==> src/rtl/apb_arb_pkg.sv <==
// Shared FSM state type and default widths for the two-requester APB RAM arbiter.
// Latency: none (types and constants only).
// Backpressure: not applicable.
package apb_arb_pkg;

    localparam int DEF_ADDR_W  = 12;
    localparam int DEF_DATA_W  = 32;
    localparam int DEF_TIMEOUT = 16;

    typedef enum logic [1:0] {
        IDLE   = 2'd0,
        SETUP  = 2'd1,
        ACCESS = 2'd2
    } arb_state_t;

endpackage

==> src/rtl/apb_rr_pick.sv <==
// Two-way round-robin pick with the last-grant register; requester 0 wins the first contention.
// Latency: combinational pick, last_gnt updates on the grant edge.
// Backpressure: grant is only recorded when take is high.
module apb_rr_pick (
    input  logic       clk,
    input  logic       rst_n,
    input  logic [1:0] req,
    input  logic       take,
    output logic       gnt_vld,
    output logic       gnt_idx
);

    logic last_gnt;

    always_comb begin
        gnt_vld = |req;
        gnt_idx = req[1];
        if (req == 2'b11) begin
            gnt_idx = ~last_gnt;
        end
    end

    always_ff @(posedge clk) begin
        if (!rst_n) begin
            last_gnt <= 1'b1;
        end else if (take && gnt_vld) begin
            last_gnt <= gnt_idx;
        end
    end

endmodule

==> src/rtl/apb_ram_arbiter.sv <==
// Arbitrates two requesters onto one APB master port; ARB_TIMEOUT_EN adds an ACCESS watchdog.
// Latency: grant edge -> SETUP -> ACCESS; m_done registered one cycle after PREADY is sampled.
// Backpressure: requesters hold m_req until their m_done; ACCESS waits on PREADY.
module apb_ram_arbiter
    import apb_arb_pkg::*;
#(
    parameter int ADDR_W  = DEF_ADDR_W,
    parameter int DATA_W  = DEF_DATA_W,
    parameter int TIMEOUT = DEF_TIMEOUT
) (
    input  logic                PCLK,
    input  logic                PRESET,
    input  logic [1:0]          m_req,
    input  logic [1:0]          m_we,
    input  logic [2*ADDR_W-1:0] m_addr,
    input  logic [2*DATA_W-1:0] m_wdata,
    output logic [DATA_W-1:0]   m_rdata,
    output logic [1:0]          m_done,
    output logic                m_err,
    output logic [ADDR_W-1:0]   PADDR,
    output logic                PWRITE,
    output logic                PENABLE,
    output logic [DATA_W-1:0]   PWDATA,
    output logic                PSEL,
    input  logic [DATA_W-1:0]   PRDATA,
    input  logic                PREADY
);

    arb_state_t          state;
    logic [1:0]          elig;
    logic                gnt_vld;
    logic                gnt_idx;
    logic                cur_gnt;
    logic                sel_we;
    logic [ADDR_W-1:0]   sel_addr;
    logic [DATA_W-1:0]   sel_wdata;

    // The requester finishing this cycle still has m_req up; keep it out of the next pick.
    assign elig = (state == IDLE) ? (m_req & ~m_done) : 2'b00;

    apb_rr_pick u_pick (
        .clk     (PCLK),
        .rst_n   (PRESET),
        .req     (elig),
        .take    (state == IDLE),
        .gnt_vld (gnt_vld),
        .gnt_idx (gnt_idx)
    );

    assign sel_we    = m_we[gnt_idx];
    assign sel_addr  = gnt_idx ? m_addr[2*ADDR_W-1:ADDR_W]  : m_addr[ADDR_W-1:0];
    assign sel_wdata = gnt_idx ? m_wdata[2*DATA_W-1:DATA_W] : m_wdata[DATA_W-1:0];

`ifdef ARB_TIMEOUT_EN
    localparam int               CNT_W    = $clog2(TIMEOUT + 1);
    localparam logic [CNT_W-1:0] CNT_LAST = CNT_W'(TIMEOUT - 1);
    logic [CNT_W-1:0] to_cnt;
`else
    logic unused_timeout;
    assign unused_timeout = (TIMEOUT != 0);
    assign m_err          = 1'b0;
`endif

    always_ff @(posedge PCLK) begin
        if (!PRESET) begin
            state   <= IDLE;
            PSEL    <= 1'b0;
            PENABLE <= 1'b0;
            PWRITE  <= 1'b0;
            PADDR   <= '0;
            PWDATA  <= '0;
            m_rdata <= '0;
            m_done  <= 2'b00;
            cur_gnt <= 1'b0;
`ifdef ARB_TIMEOUT_EN
            m_err   <= 1'b0;
            to_cnt  <= '0;
`endif
        end else begin
            m_done <= 2'b00;
`ifdef ARB_TIMEOUT_EN
            m_err  <= 1'b0;
`endif
            unique case (state)
                IDLE: begin
                    if (gnt_vld) begin
                        state   <= SETUP;
                        PSEL    <= 1'b1;
                        PENABLE <= 1'b0;
                        PWRITE  <= sel_we;
                        PADDR   <= sel_addr;
                        PWDATA  <= sel_wdata;
                        cur_gnt <= gnt_idx;
                    end
                end
                SETUP: begin
                    state   <= ACCESS;
                    PENABLE <= 1'b1;
`ifdef ARB_TIMEOUT_EN
                    to_cnt  <= '0;
`endif
                end
                ACCESS: begin
                    if (PREADY) begin
                        state           <= IDLE;
                        PSEL            <= 1'b0;
                        PENABLE         <= 1'b0;
                        m_done[cur_gnt] <= 1'b1;
                        if (!PWRITE) begin
                            m_rdata <= PRDATA;
                        end
                    end
`ifdef ARB_TIMEOUT_EN
                    else if (to_cnt == CNT_LAST) begin
                        state           <= IDLE;
                        PSEL            <= 1'b0;
                        PENABLE         <= 1'b0;
                        m_done[cur_gnt] <= 1'b1;
                        m_err           <= 1'b1;
                        m_rdata         <= '0;
                    end else begin
                        to_cnt <= to_cnt + 1'b1;
                    end
`endif
                end
                default: state <= IDLE;
            endcase
        end
    end

endmodule

==> config.mk <==
export PLATFORM = sky130hd
export DESIGN_NAME = apb_ram_arbiter
export DESIGN_NICKNAME = d
export VERILOG_FILES = /design/src/rtl/apb_arb_pkg.sv /design/src/rtl/apb_rr_pick.sv /design/src/rtl/apb_ram_arbiter.sv
export SDC_FILE = /design/constraint.sdc
export NUM_CORES = 1
export LEC_CHECK = 0
export CELL_PAD_IN_SITES_DETAIL_PLACEMENT = 1
export CELL_PAD_IN_SITES_GLOBAL_PLACEMENT = 1
export CORE_MARGIN = 2
export CORE_UTILIZATION = 45
export DETAILED_ROUTE_END_ITERATION = 12
export DONT_BUFFER_PORTS = 1
export PLACE_DENSITY = 0.88
export SYNTH_ARGS = -nofsm -noshare
export SYNTH_HDL_FRONTEND = slang
export SYNTH_SLANG_ARGS = --single-unit
==> constraint.sdc <==
create_clock -name PCLK -period 2.15 [get_ports PCLK]
set_input_delay 0.645 -clock PCLK [delete_from_list [all_inputs] [get_ports PCLK]]
set_output_delay 0.645 -clock PCLK [all_outputs]
set_load 0.01 [all_outputs]
==> flow_metrics.env <==
export IMPL_dpl_instance_area_um2=3481
export IMPL_grt_pass1_wl_mm=14.61
export IMPL_crit_top_cell="nand2_1"
export IMPL_tritoncts="built"
export IMPL_overflow=0
export IMPL_drc_errors=0
export IMPL_yosys_area_top_type="dfxtp_1"
export IMPL_tightest_slew_ps=570.7
export IMPL_syn_cell_area_um2=3455
export IMPL_die_h_um=91.62
export IMPL_clk_latency_ps=340
export IMPL_reg2reg_to="m_rdata[11]"
export IMPL_cts_buffers=9
export IMPL_r2r_start="state[0]"
export IMPL_cp_start_kind="register"
export IMPL_die_width_um=91.62
export IMPL_yosysSeqAreaShare_pct=49.26
export IMPL_required_ps=2400
export IMPL_cpLargestDelayFamily="simple AND/OR/NAND/NOR gates"
export IMPL_drive_gt1_share_pct=4.762
export IMPL_antenna_found_initial=0
export IMPL_synth_fa_ha_area_share_pct=1.449
export IMPL_rr_worst_depth=6
export IMPL_htreeDepth=3
export IMPL_cellLeakagePower_uw=0.001358
export IMPL_wire_per_inst_um=17.79
export IMPL_synthXorXnorAreaFrac_pct=0
export IMPL_worstPathCellList="inv_1, ha_1, nand2_1, or2_2, nand2_1, a21boi_0"
export IMPL_synth_seq_cells=85
export IMPL_synth_nets=568
export IMPL_dp_cells=504
export IMPL_synth_compound_gate_area_share_pct=23.40
export IMPL_cts_root_buf="clkbuf_8"
export IMPL_holdBufCountCts=0
export IMPL_clock_path_buffers=2
export IMPL_slew_violations=0
export IMPL_cts_resized=0
export IMPL_die_area_um2=8393
export IMPL_drt_wl_total_mm=9.231
export IMPL_diodes=0
export IMPL_clock_sinks=85
export IMPL_holdPathStages=1
export IMPL_syn_to_final_growth_pct=7.389
export IMPL_layout_common_cells="162 x nand2_1, 85 x dfxtp_1, 46 x a31oi_1"
export IMPL_grt_max_degree=91
export IMPL_crit_path_top_delay_cell="or2_2"
export IMPL_ant_nets=0
export IMPL_port_buffers=0
export IMPL_whs_endpoint="u_pick.last_gnt"
export IMPL_synth_top_family_by_area="compound AO/OA/AOI/OAI gates"
export IMPL_crit_cells=6
export IMPL_synthSimpleGateAreaFrac_pct=20.32
export IMPL_post_dp_hpwl_mm=6.615
export IMPL_fin_nets=547
export IMPL_cp_max_fo=32
export IMPL_setup_violations_final=0
export IMPL_vias_per_cell=5.617
export IMPL_syn_area_per_cell_um2=7.905
export IMPL_post_route_period_util_pct=81.51
export IMPL_synth_top_area_share_pct=49.26
export IMPL_slew_headroom_pct=61.95
export IMPL_std_cell_rows=31
export IMPL_start_util_pct=47.12
export IMPL_status="complete, no violations"
export IMPL_gp_congestion=0.7656
export IMPL_crit_buf_inv=1
export IMPL_hold_path_startpoint="PRESET"
export IMPL_dp_slack_ps=374.5
export IMPL_slowest_delay_ps=510
export IMPL_clkSlewWorstSetupHoldPaths_ps=70
export IMPL_rsz0062_at_grt="false"
export IMPL_coreArea_um2=7331
export IMPL_path_class="reg -> reg"
export IMPL_period_minus_slack_ps=1752
export IMPL_cp_arrival_ps=2000
export IMPL_dr_pass1_iters=6
export IMPL_vdd_ir_drop_max_uv=432.9
export IMPL_hold_viol_final=0
export IMPL_layout_commonest_cell="nand2_1"
export IMPL_hp_class="in -> reg"
export IMPL_grt_pass1_vias=3010
export IMPL_synth_distinct_cells=25
export IMPL_fin_cells=519
export IMPL_synth_area_mux_share_pct=0.2898
export IMPL_end_kind="register"
export IMPL_ys_warn_count=0
export IMPL_tns_ps=0
export IMPL_skew_ps=19.94
export IMPL_vias=2915
export IMPL_worst_hold_slack_ps=419.4
export IMPL_grt_util_all_layers_pct=21.33
export IMPL_cts_setup_buffers=0
export IMPL_r2r_slack_ps=400
export IMPL_fin_ws_ps=397.5
export IMPL_io_pins=209
export IMPL_fmax_mhz=570.6
export IMPL_syn_inst=437
export IMPL_synth_area_leaders="dfxtp_1 49%, nand2_1 18%, a31oi_1 8.3%, a21boi_0 7.2%, o21ai_0 5.4%"
export IMPL_drv_cap=0
export IMPL_drtIter0Drc=58
export IMPL_power_density_nw_per_um2=1117
export IMPL_stdcell_area_um2=3710
## flip-flops by register name (all words and copies together) (netlist names)
register	count
m_done	2
PWRITE	1
PSEL	1
PENABLE	1
cur_gnt	1
m_rdata	32
PADDR	12
PWDATA	32
state	2
u_pick.last_gnt	1
## cell families after synthesis
kind of cell	count (synthesis)
and+or+nand+nor	177
DFF	85
buffers and inverters	39
other	1
AOI/OAI and AO/OA	130
muxes	1
adders and majority gates	4
## layout make-up
class / count / area, µm²
clock inverter: 4 / 97.59
tap: 99 / 123.9
sequential: 85 / 1702
timing repair buffer: 4 / 67.56
clock buffer: 11 / 131.4
multi-input combinational: 313 / 1577
fill: 920 / 3621
inverter: 3 / 11.26
## how the worst max path moves through the flow
| stage | end | from |
|---|---|---|
| floorplan | m_rdata[0] | PREADY |
| global placement | PADDR[0] | m_req[1] |
| detailed placement | m_rdata[9] | state[0] |
| CTS | m_rdata[9] | state[0] |
| global route | m_rdata[11] | state[0] |
| finish | m_rdata[11] | state[0] |
## synth_stat cells
library cell	number
dfxtp_1	85
clkbuf_1	14
nor2b_1	1
mux2i_1	1
a21boi_0	33
o21ai_0	37
inv_1	3
nand3b_1	3
a32oi_1	1
ha_1	4
nor2_1	1
a31oi_1	46
buf_4	2
a21boi_4	1
nand3_1	4
o21ai_1	12
nor3b_1	1
clkbuf_2	1
nand2b_1	2
buf_2	19
conb_1	1
nand2_1	162
and4_1	1
or2_2	1
and3_1	1
## per-layer routing
layer / track usage, % / part of all wire [%] / routed length [µm]
met4: 8.712 / 2.1 / 190
met3: 9.367 / 12 / 1085
met5: 0 / 0 / 0
met2: 36.40 / 47 / 4356
met1: 23.03 / 39 / 3598
## where the power goes
group	internal (µW)	switching, µW
combinational	271	459
clock	767	535
sequential	1820	288
## through the flow
step / total power, µW / utilization (%)
2_1_floorplan: 2688 / -
3_3_place_gp: 2826 / 47.48
3_5_place_dp: 2883 / 47.48
4_1_cts: 4178 / 50.61
5_1_grt: 4386 / 50.61
6_report: 4144 / 50.61
No activity file was read; power rests on OpenSTA's default activity.
